<file path="src/rtl/axis_to_axi_read_burst_fifo_pkg.sv">
// Shared AXI read-burst constants and the responder FSM state type.
package axi_burst_pkg;

  localparam logic [1:0] RESP_OKAY   = 2'b00;
  localparam logic [1:0] RESP_SLVERR = 2'b10;

  localparam logic [1:0] BURST_FIXED = 2'b00;
  localparam logic [1:0] BURST_INCR  = 2'b01;
  localparam logic [1:0] BURST_WRAP  = 2'b10;

  typedef enum logic [1:0] {IDLE, READ, ERR} state_e;

  // Only full-width FIXED/INCR bursts are served from the FIFO; anything else errors.
  function automatic logic burst_ok(input logic [1:0] burst, input logic [2:0] size,
                                    input logic [2:0] size_native);
    return ((burst == BURST_FIXED) || (burst == BURST_INCR)) && (size == size_native);
  endfunction

endpackage

</file>
<file path="src/rtl/axis_to_axi_read_burst_fifo_sync_fifo.sv">
// First-word-fall-through synchronous FIFO; pointers carry an extra wrap bit.
module sync_fifo #(
  parameter int DATA_WIDTH = 32,
  parameter int FIFO_WIDTH = 16,
  localparam int AW = $clog2(FIFO_WIDTH)
) (
  input  logic                  clk_i,
  input  logic                  rst_i,
  input  logic                  push_i,
  input  logic [DATA_WIDTH-1:0] wdata_i,
  input  logic                  pop_i,
  output logic [DATA_WIDTH-1:0] rdata_o,
  output logic [AW:0]           count_o,
  output logic                  full_o,
  output logic                  empty_o
);

  logic [DATA_WIDTH-1:0] mem_q [FIFO_WIDTH];
  logic [AW:0] wr_ptr_q, wr_ptr_d, rd_ptr_q, rd_ptr_d;
  logic do_push, do_pop;

  assign empty_o = (wr_ptr_q == rd_ptr_q);
  assign full_o  = (wr_ptr_q[AW] != rd_ptr_q[AW]) && (wr_ptr_q[AW-1:0] == rd_ptr_q[AW-1:0]);
  assign count_o = wr_ptr_q - rd_ptr_q;
  assign rdata_o = mem_q[rd_ptr_q[AW-1:0]];

  assign do_push = push_i & ~full_o;
  assign do_pop  = pop_i & ~empty_o;

  always_comb begin
    wr_ptr_d = wr_ptr_q;
    rd_ptr_d = rd_ptr_q;
    if (do_push) wr_ptr_d = wr_ptr_q + (AW+1)'(1);
    if (do_pop)  rd_ptr_d = rd_ptr_q + (AW+1)'(1);
  end

  always_ff @(posedge clk_i) begin
    if (rst_i) begin
      wr_ptr_q <= '0;
      rd_ptr_q <= '0;
    end else begin
      wr_ptr_q <= wr_ptr_d;
      rd_ptr_q <= rd_ptr_d;
    end
  end

  always_ff @(posedge clk_i) begin
    if (do_push) mem_q[wr_ptr_q[AW-1:0]] <= wdata_i;
  end

endmodule

</file>
<file path="src/rtl/axis_to_axi_read_burst_fifo.sv">
// AXI4 read-burst responder draining an AXI-Stream-fed FIFO; one burst in flight.
module axis_to_axi_read_burst_fifo
  import axi_burst_pkg::*;
#(
  parameter int DATA_WIDTH = 32,
  parameter int ADDR_WIDTH = 32,
  parameter int FIFO_WIDTH = 16
) (
  input  logic                        aclk,
  input  logic                        areset,
  input  logic [DATA_WIDTH-1:0]       s_axis_tdata,
  input  logic                        s_axis_tvalid,
  output logic                        s_axis_tready,
  input  logic [ADDR_WIDTH-1:0]       araddr,
  input  logic [ADDR_WIDTH/4-1:0]     arlen,
  input  logic [2:0]                  arsize,
  input  logic [1:0]                  arburst,
  input  logic                        arvalid,
  output logic                        arready,
  output logic [DATA_WIDTH-1:0]       rdata,
  output logic [1:0]                  rresp,
  output logic                        rlast,
  output logic                        rvalid,
  input  logic                        rready,
  output logic [$clog2(FIFO_WIDTH):0] fifo_count
);

  localparam int LEN_W = ADDR_WIDTH/4;
  localparam logic [2:0] SIZE_NATIVE = 3'($clog2(DATA_WIDTH/8));

  state_e                  state_q, state_d;
  logic [LEN_W-1:0]        remaining_q, remaining_d;
  logic [ADDR_WIDTH-1:0]   araddr_q;
  logic                    fifo_full, fifo_empty, pop, ar_hs, r_hs;
  logic [DATA_WIDTH-1:0]   fifo_head;
  logic                    unused_araddr;

  // Address is captured for observability only; the FIFO has no address space.
  assign unused_araddr = ^araddr_q;

  assign s_axis_tready = ~areset & ~fifo_full;
  assign ar_hs         = arvalid & arready;
  assign r_hs          = rvalid & rready;
  assign pop           = (state_q == READ) & r_hs;

  sync_fifo #(.DATA_WIDTH(DATA_WIDTH), .FIFO_WIDTH(FIFO_WIDTH)) u_fifo (
    .clk_i   (aclk),
    .rst_i   (areset),
    .push_i  (s_axis_tvalid & s_axis_tready),
    .wdata_i (s_axis_tdata),
    .pop_i   (pop),
    .rdata_o (fifo_head),
    .count_o (fifo_count),
    .full_o  (fifo_full),
    .empty_o (fifo_empty)
  );

  always_ff @(posedge aclk) begin
    if (areset) begin
      state_q     <= IDLE;
      remaining_q <= '0;
      araddr_q    <= '0;
    end else begin
      state_q     <= state_d;
      remaining_q <= remaining_d;
      if (ar_hs) araddr_q <= araddr;
    end
  end

  always_comb begin
    state_d     = state_q;
    remaining_d = remaining_q;
    case (state_q)
      IDLE: begin
        if (ar_hs) begin
          remaining_d = arlen;
          state_d     = burst_ok(arburst, arsize, SIZE_NATIVE) ? READ : ERR;
        end
      end
      READ, ERR: begin
        if (r_hs) begin
          if (remaining_q == '0) state_d = IDLE;
          else                   remaining_d = remaining_q - LEN_W'(1);
        end
      end
      default: state_d = IDLE;
    endcase
  end

  // Outputs are held at reset values while areset is high, whatever the state.
  always_comb begin
    arready = 1'b0;
    rvalid  = 1'b0;
    rdata   = '0;
    rresp   = RESP_OKAY;
    rlast   = 1'b0;
    if (!areset) begin
      unique case (state_q)
        IDLE: arready = 1'b1;
        READ: begin
          rvalid = ~fifo_empty;
          rdata  = fifo_head;
          rlast  = (remaining_q == '0);
        end
        ERR: begin
          rvalid = 1'b1;
          rresp  = RESP_SLVERR;
          rlast  = (remaining_q == '0);
        end
      endcase
    end
  end

endmodule

</file>
<file path="config.mk">
export PLATFORM = sky130hd
export DESIGN_NAME = axis_to_axi_read_burst_fifo
export DESIGN_NICKNAME = d
export VERILOG_FILES = /design/src/rtl/axis_to_axi_read_burst_fifo_pkg.sv /design/src/rtl/axis_to_axi_read_burst_fifo_sync_fifo.sv /design/src/rtl/axis_to_axi_read_burst_fifo.sv
export SDC_FILE = /design/constraint.sdc
export NUM_CORES = 1
export LEC_CHECK = 0
export BUFFER_PORTS_ARGS = -buffer_cell sky130_fd_sc_hd__buf_2
export CAP_MARGIN = 0
export CORE_AREA = 2 2 254 256
export DETAILED_ROUTE_END_ITERATION = 6
export DIE_AREA = 0 0 256 258
export PLACE_DENSITY_LB_ADDON = 0.08
export RECOVER_POWER = 100
export REMOVE_ABC_BUFFERS = 1
export SLEW_MARGIN = 20
export SYNTH_ARGS = -nofsm -noshare
export SYNTH_HDL_FRONTEND = slang
export SYNTH_SLANG_ARGS = --single-unit
</file>
<file path="constraint.sdc">
create_clock -name aclk -period 5.25 [get_ports aclk]
set_clock_uncertainty 0.2 [all_clocks]
set_input_delay 0.2625 -clock aclk [delete_from_list [all_inputs] [get_ports aclk]]
set_output_delay 0.2625 -clock aclk [all_outputs]
set_load 0.005 [all_outputs]
</file>
; Word-level counts from Yosys, hierarchy flattened
; Memories as Yosys holds them, arrays and structs flattened. A register that Yosys moved wholly into a read port is not among the register bits.
; Cells that the tools add are included.
[totals]
register_bits = 20
inputBits = 82
output_inout_bits = 43
n_memories = 1
ram_bits = 512
[mem_list]
columns = name, words, width, rd, rd_ports_with_merged_regs, wr, line_no
row1 = u_fifo.mem_q, 16, 32, 1, 1, 1, axis_to_axi_read_burst_fifo_sync_fifo.sv:18  ; logic [DATA_WIDTH-1:0] mem_q [FIFO_WIDTH];
[op_classes]
bitwise_logic = 10
addsub = 4
n_mux = 23
reduce_logical = 10
eq_ne = 11
[op_table]
columns = cell, n
row1 = 32-bit two-way mux, 2
row2 = 8-bit two-way mux, 3
row3 = 8-bit one-hot mux with 2 select lines, 1
row4 = 2-bit two-way mux, 6
row5 = "5-bit by 1-bit adder with 5-bit output, second input constant", 2
row6 = 8-bit logical NOT, 1
row7 = 4-bit two-way mux, 2
row8 = "8-bit by 1-bit subtractor with 8-bit output, second input constant", 1
row9 = 1-bit bitwise AND, 7
row10 = 1-bit two-way mux, 7
row11 = 5-bit equality test, 1
row12 = 5-bit subtractor, 1
row13 = "2-bit by 1-bit equality test with 1-bit output, second input constant", 2
row14 = 4-bit equality test, 1
row15 = 2-bit logical NOT, 2
row16 = "2-bit by 1-bit != test with 1-bit output, second input constant", 2
row17 = "2-bit != test, second input constant", 2
row18 = 2-bit one-hot mux with 2 select lines, 1
row19 = 4-bit AND reduction, 1
row20 = "3-bit by 2-bit equality test with 1-bit output, second input constant", 1
row21 = 1-bit NOT, 3
row22 = 3-bit AND reduction, 1
row23 = "2-bit equality test, second input constant", 1
row24 = 1-bit logical AND, 2
row25 = other kinds (5), 5

; Longest topological paths before layout
[depth]
depth_word = 9
ltp_mapped = 9
mapped_depth_nobuf = 7

; Hierarchy
; Synthesis repeated with hierarchy kept, for this count alone.
[unflattened]
cells_unflattened = 1031
hier_area_um2 = 20972.6
[by_module_without_submodules]
columns = mod, n_inst, seq_area_each_um2, cells_each, area_per_inst_um2
row1 = sync_fifo, 1, 15655.0, 889, 19957.9
row2 = axis_to_axi_read_burst_fifo, 1, 200.2, 142, 1014.7

; Worst setup path after synthesis
; No wires, ideal clock.
[synth_path]
path_kind = register to register
startpoint = reg u_fifo.wr_ptr_q[0]
endpoint = mem u_fifo.mem_q[0][0] (enable)
period_less_slack_ns = 4.131
stages_incl_launch_ff = 7
path_buffers = 0
setup_slack_ns = 1.119
arrival_ns = 3.470
path_cell_list = dfxtp_1 > inv_1 > ha_1 > nand4_1 > o211a_1 > nand2_1 > nor3_1
[synth_via]
elab_chain_len = 8
[synth_rtl]
columns = element, line_no
row1 = start: declaration, axis_to_axi_read_burst_fifo_sync_fifo.sv:19  ; logic [AW:0] wr_ptr_q, wr_ptr_d, rd_ptr_q, rd_ptr_d;
row2 = start signal: assignment, axis_to_axi_read_burst_fifo_sync_fifo.sv:42  ; wr_ptr_q <= wr_ptr_d;
row3 = 4-bit equality test, axis_to_axi_read_burst_fifo_sync_fifo.sv:23  ; assign full_o = (wr_ptr_q[AW] != rd_ptr_q[AW]) && (wr_ptr_q[AW-1:0] == rd_ptr_q[AW-1:0]);
row4 = 1-bit logical AND, axis_to_axi_read_burst_fifo_sync_fifo.sv:23
row5 = 1-bit NOT, "axis_to_axi_read_burst_fifo_sync_fifo.sv:27, axis_to_axi_read_burst_fifo.sv:41"
row6 = 1-bit bitwise AND, axis_to_axi_read_burst_fifo.sv:41  ; assign s_axis_tready = ~areset & ~fifo_full;
row7 = 1-bit bitwise AND, axis_to_axi_read_burst_fifo.sv:49  ; .push_i (s_axis_tvalid & s_axis_tready),
row8 = 1-bit bitwise AND, axis_to_axi_read_burst_fifo_sync_fifo.sv:27  ; assign do_push = push_i & ~full_o;
row9 = 1-bit two-way mux, axis_to_axi_read_burst_fifo_sync_fifo.sv:48  ; if (do_push) mem_q[wr_ptr_q[AW-1:0]] <= wdata_i;
row10 = 1-bit two-way mux (not written as such), axis_to_axi_read_burst_fifo_sync_fifo.sv:48
row11 = end: declaration, axis_to_axi_read_burst_fifo_sync_fifo.sv:18
; Parallel ways exist; a longest one is shown, timed or not.

; Final worst setup path
[layout_path]
startpoint = in areset
endpoint = mem u_fifo.mem_q[0][19] (enable)
[layout_via]
elab_chain_len = 6
[layout_rtl]
columns = element, line_no
row1 = start: declaration, axis_to_axi_read_burst_fifo.sv:10  ; input logic areset,
row2 = 1-bit NOT, axis_to_axi_read_burst_fifo.sv:41
row3 = 1-bit bitwise AND, axis_to_axi_read_burst_fifo.sv:41
row4 = 1-bit bitwise AND, axis_to_axi_read_burst_fifo.sv:49
row5 = 1-bit bitwise AND, axis_to_axi_read_burst_fifo_sync_fifo.sv:27
row6 = 1-bit two-way mux, axis_to_axi_read_burst_fifo_sync_fifo.sv:48
row7 = 1-bit two-way mux (not written as such), axis_to_axi_read_burst_fifo_sync_fifo.sv:48
; No other way between the ends.

==> results.txt <==
outcome: complete, but fails checks
failing checks: max-capacitance violations, max-slew violations
reg-to-reg slack, setup: 1.26 ns
grt peak-use layer: met2
Yosys top cell area share: 72.3%
CP Class: input pin to flop
Ports: 125
VDD IR-drop max: 211 uV
critical path required time: 5.24 ns
predominant post-synthesis flop cell: edfxtp_1
clk slew on worst S/H paths: 0.06 ns
Final Hold Viols: 0
CTS buffer count: 60
slowest CP cell: clkbuf_1
Post CTS Setup Buffer Count: 0
hold_sp: rready
root buf cell: clkbuf_16
post-synthesis cell type count: 46
most common cell in the synthesized netlist: edfxtp_1
synthesis-to-finish area growth: 17.4%
relative slew slack: -37.1%
num rows: 93
Final Setup Violations: 0
Yosys Warn Count: 0
WHS Path Cells: 5
IO buf count: 90
post-route ant nets: 0
Lkg Pwr: 7.46 nW
H-Tree Depth: 2
Routed Wire Length: 51.6 mm
Die W: 256 microns
Period minus WS final: 4.24 ns
clk_lat worst skew: 0.61 ns
startpoint types: input pin
GPL Wtd Cong: 0.719
worst hold path class: input pin to flop
Slew Viols, Final: 103
Yosys reg bits: 536
Post-Syn Area: 21300 sq um
Mapped Cells: 1121
Gates resized, CTS repair: 0
PwrDens: 364 nW/um^2
Antenna Cells: 0
syn avg cell area: 19.0 sq um
Routed wire per std cell: 23.7 microns
worst-case reg-to-reg path depth: 6
Placed Area: 23000 sq um
GRT Residual Overflow: 0
Initial Util: 33.4%
vias in the first global route: 11600
GRT Util Overall: 15.8%
die footprint: 66000 sq um
max incr delay on CP: 1.49 ns
post-route cell area: 25000 sq um
Hold Slack: 0.0631 ns
worst-path fanout max: 21
ranking of synthesized cells by area: edfxtp_1, mux4_2, mux2i_1
Slew @ Worst Pin: 2.06 ns
reg-to-reg startpoint: u_fifo.wr_ptr_q[2]$_SDFFE_PP0P_
Post-synth EDFFs: 512
drt initial violations: 630
top cells by count, synth: edfxtp_1, mux2i_1, mux4_2, nand2_1
Die Y: 258 microns
first-pass GRT wire length: 77.2 mm
CTS sink cnt: 536
Final TNS setup: 0 ns
fillers: 5901
drt drc: 0
cell accounting for the most synthesized area: edfxtp_1
CP Cell Sequence: dlygate4sd3_1, clkbuf_1, inv_1, o211a_1, nand2_1, nor3_1, clkbuf_1
most frequent CP cell: clkbuf_1
Clock Path Buffers: 3
layout cells sized above 1: 18.6%
Global Route met2 Usage: 26.3%
Final period util: 80.7%
Critical Path AT: 4.23 ns
GR Util met1: 21.7%
max frequency: 0.236 GHz
Core Area: 63600 sq um
M3 GR Usage: 2.32%
R2R Path End: u_fifo.mem_q[0][19]$_DFFE_PP_
initial antenna violation count: 1
largest net degree at the start of global routing: 65
vias per cell: 4.94
Power Total: 9.10 mW
ys async rst share: 0%
Total Nets Final: 1386
1st-pass router iterations: 5
CTS tree: built
RSZ-0062 raised after global routing: no
Via Count: 10800
register area share after synthesis: 74.6%
max_cap viols: 5
HPWL Detailed: 29.1 mm
Worst Setup End Kind: flop
cts hold-fix bufs: 44
[kinds of logic after synthesis]
family	Yosys count	share of synthesized area [%]
other	1	0.0176
buffers and inverters	82	1.63
AO/OA/AOI/OAI	107	3.59
AND/OR/NAND/NOR	144	3.00
XOR/XNOR	17	0.700
adder cells (fa/ha/maj)	14	0.859
multiplexers	220	15.6
flip-flops	536	74.6
[sequential cells by signal, summed over array words and instances (netlist names), named ones only]
signal / count
u_fifo.wr_ptr_q: 5
remaining_q: 8
state_q: 2
u_fifo.mem_q: 512
u_fifo.rd_ptr_q: 5
[area by class of cell]
| class | count | area [sq um] | area share [%] |
|---|---|---|---|
| Inverter | 17 | 63.8 | 0.256 |
| Clock buffer | 70 | 1540 | 6.17 |
| Clock inverter | 28 | 240 | 0.963 |
| Timing Repair Buffer | 172 | 1060 | 4.25 |
| Multi-Input combinational cell | 503 | 5120 | 20.5 |
| Sequential cell | 536 | 15900 | 63.6 |
| Tap cell | 855 | 1070 | 4.29 |
[stage by stage]
stage | instances | setup WS [ns] | utilization (%)
after global placement | 2039 | 1.74 | 36.1
after floorplan | 1056 | -2.67 | -
after CTS | 2181 | 1.36 | 39.6
final | 2181 | 1.01 | 39.2
after detailed placement | 2039 | 1.70 | 36.1
after global routing | 2181 | 0.640 | 39.2
[cell usage in the layout, fill, tap and decap left out, types with 2 or more instances in the layout]
| cell | count |
|---|---|
| o22ai_1 | 32 |
| bufinv_16 | 3 |
| a32oi_1 | 21 |
| clkbuf_16 | 60 |
| nand4_1 | 4 |
| clkbuf_1 | 94 |
| nor2_4 | 6 |
| o21ai_0 | 8 |
| buf_2 | 19 |
| ha_1 | 13 |
| xor2_1 | 6 |
| nand2b_1 | 4 |
| inv_1 | 17 |
| nor3_1 | 7 |
| mux2_2 | 22 |
| o211ai_1 | 25 |
| clkinvlp_4 | 2 |
| nor2b_1 | 2 |
| nand2_1 | 55 |
| mux4_2 | 86 |
| buf_4 | 16 |
| clkinv_2 | 6 |
| nand3_1 | 24 |
| mux2i_1 | 110 |
| clkinv_1 | 13 |
| xnor2_1 | 11 |
| o2111ai_1 | 3 |
| a21o_1 | 2 |
| a21oi_1 | 8 |
| a31o_2 | 2 |
| nand3_2 | 2 |
| buf_12 | 3 |
| dfxtp_4 | 3 |
| inv_6 | 2 |
| edfxtp_1 | 512 |
| clkbuf_2 | 6 |
| dfxtp_1 | 21 |
| nor2_1 | 30 |
| nor2_2 | 3 |
| dlygate4sd3_1 | 44 |
[where the power goes]
group,switching (mW),internal [mW]
sequential,0.0326,4.74
clock,1.65,2.22
combinational,0.277,0.185
total,1.96,7.14
[critical path: cells and delay by family]
kind / cells / cell delay, ns
buffers and inverters: 4 / 3.05
and+or+nand+nor: 2 / 0.50
AOI/OAI and AO/OA: 1 / 0.38
[worst max-delay path by stage]
| stage | start | end | cells after the start |
|---|---|---|---|
| 3_3_place_gp | areset | u_fifo.mem_q[15][15]$_DFFE_PP_ | 5 |
| 3_5_place_dp | areset | u_fifo.mem_q[15][2]$_DFFE_PP_ | 5 |
| 6_report | areset | u_fifo.mem_q[0][19]$_DFFE_PP_ | 7 |
| 5_1_grt | areset | u_fifo.mem_q[5][3]$_DFFE_PP_ | 7 |
| 2_1_floorplan | flop | rdata[12] | 5 |
| 4_1_cts | areset | rdata[14] | 7 |
[per-layer routing]
metal	up-vias	wire, microns
met5	-	13
met4	2	855
met3	63	1670
met2	167	24900
met1	5673	24100
li1	4878	-
Power figures use the tool's default switching activity.
